--- src/rtl/spi_miso_transmitter.sv ---
// -----------------------------------------------------------------------------
// spi_miso_transmitter
//
// Slave-side SPI mode-0 transmit path. Bytes queued from the i_Clk domain
// through a valid/ready handshake are held in a DEPTH-entry circular FIFO.
// They are shifted out MSB first on MISO, clocked by the synchronised SCK.
// SCK and CS_n are oversampled by i_Clk. Each goes through a 2-flop
// synchroniser followed by one edge-detect register.
//
// Parameters:
//   DEPTH      FIFO depth in bytes (power of two, 2..64)
//   IDLE_BYTE  byte sent when the FIFO is empty at a byte boundary
//
// Ports:
//   i_Clk          system clock, the only clock
//   i_Rst          synchronous active-high reset
//   i_TX_DV        write strobe, accepted when i_TX_DV && o_TX_Ready
//   i_TX_Byte      byte to queue
//   o_TX_Ready     FIFO not full (registered)
//   o_TX_Sent      one-cycle pulse when a byte finished all 8 bits
//   i_SPI_Clk      SCK, asynchronous
//   i_SPI_CS_n     chip select, active-low, asynchronous
//   o_SPI_MISO     serial data out
//   o_SPI_MISO_En  pad output enable, high while a frame is being served
//   o_FIFO_Level   current FIFO occupancy (registered)
//   o_Underrun_Cnt saturating count of LOADs that found the FIFO empty
//                  (present only when SPI_TX_UNDERRUN_CNT_EN is defined)
//
// Build option: define SPI_TX_UNDERRUN_CNT_EN to add o_Underrun_Cnt.
//
// FSM states:
//   state | meaning
//   IDLE  | no frame; MISO and its enable held low
//   LOAD  | one cycle: fetch FIFO head (or IDLE_BYTE), present its MSB
//   SHIFT | count SCK rises, present the next bit on each SCK fall
// -----------------------------------------------------------------------------
module spi_miso_transmitter #(
    parameter int          DEPTH     = 8,
    parameter logic [7:0]  IDLE_BYTE = 8'h00
) (
    input  logic                       i_Clk,
    input  logic                       i_Rst,
    input  logic                       i_TX_DV,
    input  logic [7:0]                 i_TX_Byte,
    output logic                       o_TX_Ready,
    output logic                       o_TX_Sent,
    input  logic                       i_SPI_Clk,
    input  logic                       i_SPI_CS_n,
    output logic                       o_SPI_MISO,
    output logic                       o_SPI_MISO_En,
`ifdef SPI_TX_UNDERRUN_CNT_EN
    output logic [7:0]                 o_Underrun_Cnt,
`endif
    output logic [$clog2(DEPTH):0]     o_FIFO_Level
);

    localparam int AW = $clog2(DEPTH);
    localparam int LW = AW + 1;

    typedef enum logic [1:0] {
        S_IDLE  = 2'd0,
        S_LOAD  = 2'd1,
        S_SHIFT = 2'd2
    } state_t;

    // ------------------------------------------------------------------
    // Synchronisers and edge detection
    // ------------------------------------------------------------------
    logic r_sck_s1, r_sck_s2, r_sck_s3;
    logic r_cs_s1,  r_cs_s2,  r_cs_s3;
    logic w_sck_rise, w_sck_fall;
    logic w_cs_rise,  w_cs_fall;

    // The CS_n chain resets low. If CS_n is still asserted when reset is
    // released, no falling edge is seen. The frame can only restart after
    // CS_n has gone high and then low again.
    always_ff @(posedge i_Clk) begin
        if (i_Rst) begin
            r_sck_s1 <= 1'b0;
            r_sck_s2 <= 1'b0;
            r_sck_s3 <= 1'b0;
            r_cs_s1  <= 1'b0;
            r_cs_s2  <= 1'b0;
            r_cs_s3  <= 1'b0;
        end else begin
            r_sck_s1 <= i_SPI_Clk;
            r_sck_s2 <= r_sck_s1;
            r_sck_s3 <= r_sck_s2;
            r_cs_s1  <= i_SPI_CS_n;
            r_cs_s2  <= r_cs_s1;
            r_cs_s3  <= r_cs_s2;
        end
    end

    assign w_sck_rise =  r_sck_s2 & ~r_sck_s3;
    assign w_sck_fall = ~r_sck_s2 &  r_sck_s3;
    assign w_cs_rise  =  r_cs_s2  & ~r_cs_s3;
    assign w_cs_fall  = ~r_cs_s2  &  r_cs_s3;

    // ------------------------------------------------------------------
    // FIFO
    // ------------------------------------------------------------------
    logic [7:0]    r_mem [DEPTH];
    logic [LW-1:0] r_wr_ptr, r_rd_ptr;
    logic [LW-1:0] w_wr_ptr_nxt, w_rd_ptr_nxt;
    logic [LW-1:0] r_level;
    logic          r_ready;
    logic          w_push, w_pop, w_empty, w_full_nxt;
    logic          w_load_fire, w_underrun;
    logic [7:0]    w_head, w_load_byte;

    state_t        r_state;

    // r_ready is registered. A slot freed by a pop is therefore offered
    // to the writer only on the following cycle.
    assign w_push       = i_TX_DV & r_ready;
    assign w_empty      = (r_wr_ptr == r_rd_ptr);
    assign w_load_fire  = (r_state == S_LOAD) & ~w_cs_rise;
    assign w_pop        = w_load_fire & ~w_empty;
    assign w_underrun   = w_load_fire &  w_empty;

    assign w_wr_ptr_nxt = r_wr_ptr + {{(LW-1){1'b0}}, w_push};
    assign w_rd_ptr_nxt = r_rd_ptr + {{(LW-1){1'b0}}, w_pop};
    assign w_full_nxt   = (w_wr_ptr_nxt[AW] != w_rd_ptr_nxt[AW]) &&
                          (w_wr_ptr_nxt[AW-1:0] == w_rd_ptr_nxt[AW-1:0]);

    assign w_head       = r_mem[r_rd_ptr[AW-1:0]];
    assign w_load_byte  = w_empty ? IDLE_BYTE : w_head;

    always_ff @(posedge i_Clk) begin
        if (w_push) begin
            r_mem[r_wr_ptr[AW-1:0]] <= i_TX_Byte;
        end
    end

    always_ff @(posedge i_Clk) begin
        if (i_Rst) begin
            r_wr_ptr <= '0;
            r_rd_ptr <= '0;
            r_level  <= '0;
            r_ready  <= 1'b1;
        end else begin
            r_wr_ptr <= w_wr_ptr_nxt;
            r_rd_ptr <= w_rd_ptr_nxt;
            r_level  <= w_wr_ptr_nxt - w_rd_ptr_nxt;
            r_ready  <= ~w_full_nxt;
        end
    end

    // ------------------------------------------------------------------
    // Transmit FSM
    // ------------------------------------------------------------------
    // r_shift holds the bits still to be sent after the one on MISO.
    logic [6:0] r_shift;
    logic [3:0] r_bit_cnt;
    logic       r_miso;
    logic       r_miso_en;
    logic       r_sent;

    always_ff @(posedge i_Clk) begin
        if (i_Rst) begin
            r_state   <= S_IDLE;
            r_shift   <= '0;
            r_bit_cnt <= '0;
            r_miso    <= 1'b0;
            r_miso_en <= 1'b0;
            r_sent    <= 1'b0;
        end else begin
            r_sent <= 1'b0;
            if (w_cs_rise) begin
                // Any partial byte is abandoned. No sent pulse is issued for it.
                r_state   <= S_IDLE;
                r_bit_cnt <= '0;
                r_miso    <= 1'b0;
                r_miso_en <= 1'b0;
            end else begin
                case (r_state)
                    S_IDLE: begin
                        r_miso    <= 1'b0;
                        r_miso_en <= 1'b0;
                        if (w_cs_fall) begin
                            r_state   <= S_LOAD;
                            r_miso_en <= 1'b1;
                        end
                    end
                    S_LOAD: begin
                        r_shift   <= w_load_byte[6:0];
                        r_miso    <= w_load_byte[7];
                        r_miso_en <= 1'b1;
                        r_bit_cnt <= '0;
                        r_state   <= S_SHIFT;
                    end
                    S_SHIFT: begin
                        if (w_sck_rise && (r_bit_cnt < 4'd8)) begin
                            r_bit_cnt <= r_bit_cnt + 4'd1;
                            if (r_bit_cnt == 4'd7) begin
                                r_sent <= 1'b1;
                            end
                        end else if (w_sck_fall) begin
                            if (r_bit_cnt == 4'd8) begin
                                // Byte finished: fetch the next one in the same frame.
                                r_state <= S_LOAD;
                            end else begin
                                r_miso  <= r_shift[6];
                                r_shift <= {r_shift[5:0], 1'b0};
                            end
                        end
                    end
                    default: begin
                        r_state   <= S_IDLE;
                        r_miso    <= 1'b0;
                        r_miso_en <= 1'b0;
                    end
                endcase
            end
        end
    end

`ifdef SPI_TX_UNDERRUN_CNT_EN
    logic [7:0] r_underrun_cnt;

    always_ff @(posedge i_Clk) begin
        if (i_Rst) begin
            r_underrun_cnt <= '0;
        end else if (w_underrun && (r_underrun_cnt != 8'hFF)) begin
            r_underrun_cnt <= r_underrun_cnt + 8'd1;
        end
    end

    assign o_Underrun_Cnt = r_underrun_cnt;
`else
    // Underruns still send IDLE_BYTE through w_load_byte. Only the
    // counter is left out of this build.
    logic w_underrun_unused;
    assign w_underrun_unused = w_underrun;
`endif

    assign o_TX_Ready    = r_ready;
    assign o_TX_Sent     = r_sent;
    assign o_SPI_MISO    = r_miso;
    assign o_SPI_MISO_En = r_miso_en;
    assign o_FIFO_Level  = r_level;

endmodule

--- config.mk ---
export PLATFORM = sky130hd
export DESIGN_NAME = spi_miso_transmitter
export DESIGN_NICKNAME = d
export VERILOG_FILES = /design/src/rtl/spi_miso_transmitter.sv
export SDC_FILE = /design/constraint.sdc
export NUM_CORES = 1
export LEC_CHECK = 0
export BUFFER_PORTS_ARGS = -buffer_cell sky130_fd_sc_hd__buf_2
export CAP_MARGIN = 25
export CORE_MARGIN = 2
export CORE_UTILIZATION = 30
export DETAILED_ROUTE_END_ITERATION = 7
export SLEW_MARGIN = 20
export SYNTH_ARGS = -nofsm -noshare
export SYNTH_HDL_FRONTEND = slang
export SYNTH_SLANG_ARGS = --single-unit
--- constraint.sdc ---
create_clock -name i_Clk -period 2.5 [get_ports i_Clk]
set_input_delay 0.375 -clock i_Clk [delete_from_list [all_inputs] [get_ports i_Clk]]
set_output_delay 0.375 -clock i_Clk [all_outputs]
set_load 0.1 [all_outputs]
==> summary.txt <==
GRT
  – Remaining global-route overflow: 0
  – Initial antenna violation count: 0
  – Number of global-route vias before repair: 2,421
  – Global-route wire length before repair: 12,800 um
  – Largest net degree at the start of global routing: 28
  – GR Util All Layers: 11.8%

Placement
  – Setup Slack @ Placement: 0.177 ns
  – Placed cell area: 4490 um^2
  – Detailed placement HPWL: 5100 um
  – Number of buffer cells added on primary ports: 20
  – # placed instances: 505
  – Routability-driven placement congestion ratio: 0.777

Synth
  – Share of synthesized area occupied by flip-flops and latches: 63.6%
  – Number of unique standard cell types used by synthesis: 44
  – Count of yosys warnings during synthesis: 0
  – Post-synthesis async set-or-reset flop share: 0%
  – Mean Syn Cell Area: 13.5 um^2
  – Flip-flop cell with the highest count after synthesis: sky130_fd_sc_hd__edfxtp_1
  – Cell count after synthesis: 305
  – Number of synthesized flops with an enable pin: 64
  – Total of flip-flops plus latches after synthesis: 99
  – Net Count, Synth: 331
  – Post-Synthesis Cell Area: 4120 um^2

Clock tree
  – Cell at the root of the clock tree: sky130_fd_sc_hd__clkbuf_16
  – H-tree depth reported by CTS: 3
  – Clock Path Buffers: 2
  – Clock transition time at the flip-flop clock pins of the worst setup and hold paths: 0.07 ns
  – Clock sink total: 99
  – CTS Buf Count: 9
  – Post-CTS setup buffers: 0
  – Clock tree from TritonCTS: built
  – Clock latency on the worst-skew pair: 0.35 ns

Floorplan
  – Die Area: 14,700 um^2
  – Cell Rows: 42
  – Die Width: 121 um
  – Starting Density: 30.9%
  – Area of the core: 13,300 um^2
  – Vert. Die Dim: 121 um
  – IO Count: 21

Power
  – Net Sw Frac: 24.7%
  – Max IR drop VDD: 0.391 mV
  – Power after layout: 3.62 mW
  – Power Density: 755 nW/um^2
  – Sequential share of power: 50.3%
  – Switch Pwr: 894 uW
  – Lkg Pwr: 1.68 nW
  – Part of the power in combinational logic: 10.1%
  – Internal portion of total power: 2.73 mW
  – Clock network fraction of total power: 39.6%

Worst setup path
  – Critical-path cell with the highest stage delay: sky130_fd_sc_hd__dfxtp_1
  – Crit Reg-Reg Startpoint: r_rd_ptr[0]$_SDFF_PP0_
  – Startpoint types: register
  – Register-to-register path setup slack: 0.19 ns
  – Endpoint kind of the worst setup timing path: register
  – Crit path to: o_FIFO_Level[3]$_SDFF_PP0_
  – Worst path max stage delay: 0.33 ns
  – First element of the critical path: r_rd_ptr[0]$_SDFF_PP0_
  – Largest fanout on the critical path: 2
  – Logic depth of the worst register-to-register path: 10
  – Worst endpoint data arrival time: 2.53 ns
  – Worst flop-to-flop path endpoint: o_FIFO_Level[3]$_SDFF_PP0_
  – Req. time, crit path: 2.72 ns
  – Cells along the critical path: xnor2_1 -> nand4_1 -> and3_1 -> ha_1 -> ha_1 -> inv_1 -> maj3_2 -> maj3_2 -> xnor2_1 -> nor2_1
  – Crit path kind: register to register

STA
  – Slew headroom: 65.6%
  – Final Hold Viols: 0
  – Timing-limited maximum frequency: 432 MHz
  – Final-report max-slew violation count: 0
  – Post-layout worst setup margin: 0.188 ns
  – Share of the clock period used by the worst path after layout: 92.5%
  – Final setup violating endpoints: 0
  – Unrepaired setup endpoints after global routing: false
  – TNS Setup: 0 ns
  – Hold Slack: 0.256 ns
  – Setup clock skew after layout: 0.00827 ns
  – Worst-Margin Slew: 0.516 ns
  – Final min period: 2.31 ns

Route
  – Mean routed wirelength per cell: 15.3 um
  – Final wirelength: 7970 um
  – Per-cell via count in the routed design: 4.66
  – Post-detailed-route count of antenna-violating nets: 0
  – Detailed router's first-iteration violation count: 159
  – Post-route DRC: 0
  – Number of detailed-route iterations in the first pass: 4
  – Vias: 2,427

Final layout
  – Most frequent cells in the layout: sky130_fd_sc_hd__edfxtp_1 (64), sky130_fd_sc_hd__nand2_1 (33), sky130_fd_sc_hd__dfxtp_1 (33)
  – Leading cell type in the layout, fill and taps excluded: sky130_fd_sc_hd__edfxtp_1
  – Number of nets in the layout: 366
  – Final core utilization: 35.9%
  – Final std cell area, no fill: 4800 um^2
  – Area Growth Syn to Fin: 16.4%
  – Diode count: 0
  – Number of non-filler instances in the completed layout: 521
  – Fraction of final layout cells sized beyond drive strength 1: 22.0%

Run status
  – Result of the run: completed

Run
  – Max-cap violation count: 0

Worst hold path
  – Hold/Removal Path Class: input pin to register
==> cell usage after synthesis (all sizes together), types with 2 or more instances <==
| master | instances | area share [%] |
|---|---|---|
| a22oi | 6 | 1.1 |
| buf | 8 | 1.7 |
| xor2 | 5 | 1.1 |
| maj3 | 2 | 0.55 |
| o21ai | 3 | 0.36 |
| edfxtp | 64 | 47 |
| nand3 | 5 | 0.61 |
| nor2b | 9 | 1.4 |
| nand4 | 3 | 0.46 |
| mux2i | 5 | 1.2 |
| ha | 13 | 3.9 |
| a211oi | 5 | 0.91 |
| nand2b | 8 | 1.2 |
| dfxtp | 35 | 17 |
| xnor2 | 10 | 2.3 |
| nand4b | 2 | 0.42 |
| nor2 | 31 | 2.8 |
| nor3 | 3 | 0.36 |
| inv | 10 | 0.91 |
| mux4 | 13 | 7.1 |
| clkbuf | 6 | 0.55 |
| mux2 | 2 | 0.55 |
| a21oi | 9 | 1.1 |
| nand2 | 33 | 3.0 |
==> logic make-up after synthesis <==
family | synth area share, %
AND/OR/NAND/NOR | 11.5
flip-flops | 63.6
AO/OA/AOI/OAI | 5.04
buffers and inverters | 3.13
multiplexers | 8.86
XOR/XNOR | 3.37
adder cells (fa/ha/maj) | 4.49
==> worst max-delay path: cells and delay by family, from the launching register on <==
family        cells  cell delay, ns
xor+xnor          2            0.34
fa+ha+maj         4            1.04
flops             1            0.33
buf+inv           1            0.05
simple gates      3            0.43
==> power by group through the flow <==
stage          Combinational (mW)  Sequential [mW]  Clock, mW
4_1_cts                     0.370             1.82       1.46
5_1_grt                     0.404             1.83       1.53
3_3_place_gp                0.357             1.86          0
6_report                    0.367             1.82       1.43
2_1_floorplan               0.200             1.92          0
3_5_place_dp                0.367             1.86          0
==> registers in the layout, indices dropped and copies added, names as in the netlist <==
signal / count
r_sck_s2: 1
r_cs_s3: 1
r_bit_cnt: 4
r_shift: 7
r_state: 2
o_SPI_MISO_En: 1
r_sck_s3: 1
r_sck_s1: 1
o_TX_Ready: 1
o_SPI_MISO: 1
o_FIFO_Level: 4
r_mem: 64
r_cs_s2: 1
r_wr_ptr: 4
o_TX_Sent: 1
r_rd_ptr: 4
r_cs_s1: 1
==> layer usage <==
| metal | track usage (%) | wire length [um] |
|---|---|---|
| met1 | 15.0 | 3740 |
| met2 | 18.8 | 3750 |
| met3 | 3.38 | 308 |
| met4 | 4.81 | 167 |
| met5 | 0 | 0 |
==> layout make-up <==
| cell class | instances | area, um^2 |
|---|---|---|
| fillers | 1308 | 8550 |
| flip-flops and latches | 99 | 2630 |
| multi-input cells | 182 | 1370 |
| repair buffers | 38 | 235 |
| clock buffers | 10 | 229 |
| well taps | 176 | 220 |
| clock inverters | 6 | 78.8 |
| inverters | 10 | 37.5 |
==> how the worst min path moves through the flow <==
| stage | end | cells after the start | slack (ns) | start |
|---|---|---|---|---|
| 2_1_floorplan | r_cs_s2$_SDFF_PP0_ | 1 | 0.41 | r_cs_s1$_SDFF_PP0_ |
| 6_report | r_cs_s1$_SDFF_PP0_ | 2 | 0.26 | i_SPI_CS_n |
| 3_3_place_gp | r_cs_s2$_SDFF_PP0_ | 1 | 0.44 | r_cs_s1$_SDFF_PP0_ |
| 4_1_cts | r_cs_s1$_SDFF_PP0_ | 2 | 0.25 | i_SPI_CS_n |
| 5_1_grt | r_sck_s1$_SDFF_PP0_ | 2 | 0.26 | i_SPI_Clk |
| 3_5_place_dp | r_cs_s2$_SDFF_PP0_ | 1 | 0.44 | r_cs_s1$_SDFF_PP0_ |
==> what timing repair did <==
action,4_1_cts,5_1_grt
resized for setup,0,1
hold buffers,0,0
endpoints found under the setup margin,0,1
(Power assumes the default switching activity.)
